$ cat src/rtl/multi_countdown_timer.sv
// Bank of NCH independent WIDTH-bit countdown timers sharing one tick prescaler.
// Each channel has pause, one-shot/auto-reload mode, a zero flag and a registered expiry pulse.
module multi_countdown_timer #(
    parameter int WIDTH    = 16,
    parameter int NCH      = 4,
    parameter int PRESCALE = 1
) (
    input  logic                 clk,
    input  logic                 arstN,
    input  logic                 tick_en,
    input  logic [NCH-1:0]       set,
    input  logic [NCH*WIDTH-1:0] load,
    input  logic [NCH-1:0]       reload_mode,
    input  logic [NCH-1:0]       pause,
    output logic [NCH*WIDTH-1:0] count,
    output logic [NCH-1:0]       flag_0,
    output logic [NCH-1:0]       expired
);

    localparam int              PW         = (PRESCALE > 1) ? $clog2(PRESCALE) : 1;
    localparam logic [PW-1:0]   PRESC_LAST = PW'(PRESCALE - 1);

    logic [PW-1:0]    presc_q, presc_d;
    logic             tick;

    logic [WIDTH-1:0] count_q  [NCH];
    logic [WIDTH-1:0] count_d  [NCH];
    logic [WIDTH-1:0] reload_q [NCH];
    logic [WIDTH-1:0] reload_d [NCH];
    logic [NCH-1:0]   mode_q, mode_d;
    logic [NCH-1:0]   expired_q, expired_d;

    // NOTE: every always_comb output gets a default first so no path leaves it unassigned (no latch).
    always_comb begin
        presc_d = presc_q;
        tick    = 1'b0;
        if (tick_en) begin
            if (presc_q == PRESC_LAST) begin
                presc_d = '0;
                tick    = 1'b1;
            end else begin
                presc_d = presc_q + PW'(1);
            end
        end
    end

    // Per-channel priority: set, then hold (pause / no tick), then expiry, then decrement.
    always_comb begin
        mode_d    = mode_q;
        expired_d = '0;
        for (int i = 0; i < NCH; i++) begin
            count_d[i]  = count_q[i];
            reload_d[i] = reload_q[i];
            if (set[i]) begin
                count_d[i]  = load[i*WIDTH +: WIDTH];
                reload_d[i] = load[i*WIDTH +: WIDTH];
                mode_d[i]   = reload_mode[i];
            end else if (tick && !pause[i]) begin
                if (count_q[i] == WIDTH'(1)) begin
                    expired_d[i] = 1'b1;
                    count_d[i]   = mode_q[i] ? reload_q[i] : '0;
                end else if (count_q[i] != '0) begin
                    count_d[i] = count_q[i] - WIDTH'(1);
                end
            end
        end
    end

    // NOTE: state updates use non-blocking assignments so all channels see pre-edge values.
    always_ff @(posedge clk or negedge arstN) begin
        if (!arstN) begin
            presc_q   <= '0;
            mode_q    <= '0;
            expired_q <= '0;
            // NOTE: the per-channel arrays are plain flops, not RAM, so they are reset explicitly.
            for (int i = 0; i < NCH; i++) begin
                count_q[i]  <= '0;
                reload_q[i] <= '0;
            end
        end else begin
            presc_q   <= presc_d;
            mode_q    <= mode_d;
            expired_q <= expired_d;
            for (int i = 0; i < NCH; i++) begin
                count_q[i]  <= count_d[i];
                reload_q[i] <= reload_d[i];
            end
        end
    end

    for (genvar g = 0; g < NCH; g++) begin : g_out
        assign count[g*WIDTH +: WIDTH] = count_q[g];
        assign flag_0[g]               = (count_q[g] == '0);
    end

    assign expired = expired_q;

endmodule

$ cat config.mk
export PLATFORM = sky130hd
export DESIGN_NAME = multi_countdown_timer
export DESIGN_NICKNAME = d
export VERILOG_FILES = /design/src/rtl/multi_countdown_timer.sv
export SDC_FILE = /design/constraint.sdc
export NUM_CORES = 1
export LEC_CHECK = 0
export CAP_MARGIN = 40
export CORE_MARGIN = 2
export CORE_UTILIZATION = 40
export CTS_BUF_LIST = sky130_fd_sc_hd__clkbuf_16
export CTS_CLUSTER_SIZE = 40
export DETAILED_ROUTE_END_ITERATION = 7
export HOLD_SLACK_MARGIN = 0.03
export PLACE_DENSITY = 0.64
export SLEW_MARGIN = 20
export SYNTH_ARGS = -nofsm -noshare
export SYNTH_HDL_FRONTEND = slang
export SYNTH_SLANG_ARGS = --single-unit
$ cat constraint.sdc
create_clock -name clk -period 2.55 [get_ports clk]
set_input_delay 0.51 -clock clk [delete_from_list [all_inputs] [get_ports clk]]
set_output_delay 0.51 -clock clk [all_outputs]
set_load 0.03 [all_outputs]
==> results.sh <==
export IMPL_swShare_pct=30.97
export IMPL_avgSynthCellArea_um2=9.071
export IMPL_wl_met2_mm=10.14
export IMPL_antenna_cells=0
export IMPL_dp_slack_ns=0.02483
export IMPL_start_util_pct=40.93
export IMPL_routedWlPerCell_um=17.10
export IMPL_coreArea_um2=18090
export IMPL_hp_start="reload_q[57]"
export IMPL_slew_headroom_pct=60.11
export IMPL_p_per_area_nw_per_um2=674.4
export IMPL_antenna_found_initial=0
export IMPL_wl_met1_mm=9.989
export IMPL_cts_buffer_depth=2
export IMPL_grt_pass1_wl_mm=35.02
export IMPL_worstSetupPathType="reg -> out"
export IMPL_power_switching_w=0.002153
export IMPL_grt_util_all_layers_pct=22.03
export IMPL_drive_gt1_share_pct=16.76
export IMPL_routed_via_density=5.610
export IMPL_crit_arrival_ns=2.09
export IMPL_areaGrowthSynthToFinish_pct=39.27
export IMPL_reg2reg_depth=7
export IMPL_grt_ovfl_total=0
export IMPL_yosysWarnings=0
export IMPL_rr_endpoint="count[7]"
export IMPL_maxCapViolations=0
export IMPL_whs_path_depth=2
export IMPL_crit_required_ns=2.04
export IMPL_rsz0062_at_grt="true"
export IMPL_p_comb_share_pct=24.5
export IMPL_hold_end="reload_q[57]"
export IMPL_dp_hpwl_mm=15.18
export IMPL_hold_slack_ns=0.4746
export IMPL_design_area_um2=10310
export IMPL_synth_async_reset_ratio_pct=100.0
export IMPL_drc=13
export IMPL_synth_cell_types=74
export IMPL_finish_utilization_pct=57.00
export IMPL_skew_ns=0.01018
export IMPL_fmax_mhz=383.9
export IMPL_ff2ff_setup_slack_ns=-0.02
export IMPL_place_area_um2=9568
export IMPL_drt_initial_drc_count=434
export IMPL_root_buffer="clkbuf_16"
export IMPL_die_area_um2=19610
export IMPL_finalSetupViolations=2
export IMPL_final_setup_worst_slack_ns=-0.05471
export IMPL_cts_sinks=136
export IMPL_grt_pass1_vias=6825
export IMPL_startpoint_type="flop"
export IMPL_finalMaxSlewViolations=0
export IMPL_htreeDepth=4
export IMPL_final_antenna_net_count=0
export IMPL_status="complete, but fails checks"
export IMPL_multi_input_area_um2=3729
export IMPL_ys_seq_area_share_pct=45.98
export IMPL_final_cell_mix="145 x clkdlybuf4s50_1, 134 x dfrtp_1, 109 x o21ai_0"
export IMPL_syn_instance_count=816
export IMPL_synth_area_um2=7402
export IMPL_final_nets=1110
export IMPL_final_common_cell="clkdlybuf4s50_1"
export IMPL_pwr_share_seq_pct=37.9
export IMPL_register_area_um2=3406
export IMPL_highest_layer="met4"
export IMPL_internal_power_w=0.004799
export IMPL_irDropWorstVdd_mv=0.4576
export IMPL_finalCriticalPeriod_ns=2.605
export IMPL_ios=151
export IMPL_port_buffers=150
export IMPL_ys_flop_type="dfrtp_1"
export IMPL_p_leak_nw=4.306
export IMPL_tritoncts="done"
export IMPL_clkPwrFrac_pct=37.5
export IMPL_ys_ff_latch=136
export IMPL_rows=49
export IMPL_synth_edf_count=0
export IMPL_finalCritPeriodShare_pct=102.1
export IMPL_chipWidth_um=140.0
export IMPL_routed_wirelength_mm=21.56
export IMPL_num_vias=7074
export IMPL_fp_dieH_um=140.0
export IMPL_end_kind="output pin"
export IMPL_tightest_slew_ns=0.5961
export IMPL_crit_path_max_fanout=3
export IMPL_hold_viol=0
export IMPL_synth_nets=907
export IMPL_firstDrtPassIters=7
export IMPL_worstSkewPairLatency_ns=0.43
export IMPL_fillerInstances=1639
export IMPL_wl_met3_mm=1.172
export IMPL_globalplace_congestion=0.8747
export IMPL_hold_path_class="reg -> reg"
export IMPL_violations="design-rule violations, negative setup slack"
export IMPL_timing_rr_start="count[1]"
export IMPL_cts_clk_slew_worst_paths_ns=0.06
export IMPL_cts_buffers=17
export IMPL_grt_max_degree=55
cell type report:
type | instances | share of cell area [%]
multi-input cells | 593 | 36.17
flip-flops and latches | 136 | 33.04
repair buffers | 228 | 20.54
clock buffers | 17 | 4.127
well taps | 229 | 2.779
clock inverters | 15 | 1.784
inverters | 43 | 1.566
how the worst max path moves through the flow:
stage              from   endpoint  cells past startpoint
2_1_floorplan  count[0]  count[14]                      8
3_3_place_gp   count[1]   count[7]                      7
3_5_place_dp   count[1]   count[7]                      7
4_1_cts        count[5]  flag_0[0]                      5
5_1_grt        count[2]  flag_0[0]                      5
6_report       count[2]  flag_0[0]                      5
power groups by stage:
stage                     logic, W  registers, W  clock network (W)
final                      0.00171       0.00264            0.00261
after global routing       0.00185       0.00267            0.00274
after CTS                  0.00169       0.00263            0.00264
after detailed placement   0.00167       0.00266                  0
after global placement     0.00166       0.00265                  0
after floorplan           0.000595       0.00292                  0
state kept, by name, summed over array words and instances, names as in the netlist:
register	cells
expired	4
mode_q	4
count	64
reload_q	64
Yosys cell counts (3+ instances only):
library cell	number	area share, %
a32oi_1	3	0.36
a22oi_1	4	0.41
inv_1	43	2.2
clkbuf_1	28	1.4
o31ai_1	8	0.81
or4_1	9	0.91
nor3_1	26	1.8
nor4_1	16	1.4
buf_2	12	0.81
a31o_2	3	0.36
buf_4	3	0.30
nor3b_1	5	0.51
a31oi_1	6	0.51
and3_1	8	0.68
ha_1	12	2.0
dfrtp_1	136	46
a221oi_1	17	2.0
nor2b_1	7	0.59
o21ai_1	3	0.20
nand2_1	72	3.7
a211oi_1	4	0.41
a21o_1	11	1.1
nand2b_1	8	0.68
a32o_1	5	0.68
a22o_1	6	0.71
nor2_1	71	3.6
a21oi_1	42	2.8
nand3_1	21	1.4
o21ai_0	109	7.4
nor4_2	3	0.51
o211ai_1	5	0.51
or4b_2	3	0.41
o2bb2ai_1	9	1.1
and2_1	7	0.59
or3_1	16	1.4
mux2_2	30	4.6
what timing repair did:
item / 4_1_cts / 5_1_grt
hold buffers: 1 / 0
buffers inserted: 2 / 3
endpoints found under the hold margin: 29 / 0
pin swaps: 2 / 2
gates resized for setup: 7 / 11
setup endpoints to repair: 4 / 12
layer usage:
metal / vias to the layer above / track usage (%)
met1: 3424 / 30.37
met2: 224 / 35.49
li1: 3406 / -
met3: 20 / 4.274
met5: - / 0
met4: 0 / 6.486
per-stage QoR:
stage                     setup TNS, ns  total power (W)  std cells
after floorplan                 -0.8380         0.003520        816
after global placement                0         0.004314       1223
after detailed placement              0         0.004331       1223
after CTS                      -0.05652         0.006960       1258
after global routing            -0.4725         0.007255       1261
final                          -0.07371         0.006952       1261
worst max-delay path, stage by stage, from the launching register on:
cell	delay, ns
dfrtp_1	0.38
or4_4	0.55
buf_6	0.15
nor4_4	0.29
buf_4	0.17
buf_6	0.12
cell families (layout without fill, tap and decap cells):
kind of cell | after synthesis | in the layout | share of synthesized area, %
flops | 136 | 136 | 45.98
compound gates | 262 | 262 | 22.57
mux | 31 | 31 | 4.699
simple gates | 287 | 287 | 19.85
fa+ha+maj | 12 | 12 | 2.028
xor+xnor | 1 | 1 | 0.1183
buf+inv | 87 | 303 | 4.767
No activity file was read; power rests on OpenSTA's default activity.
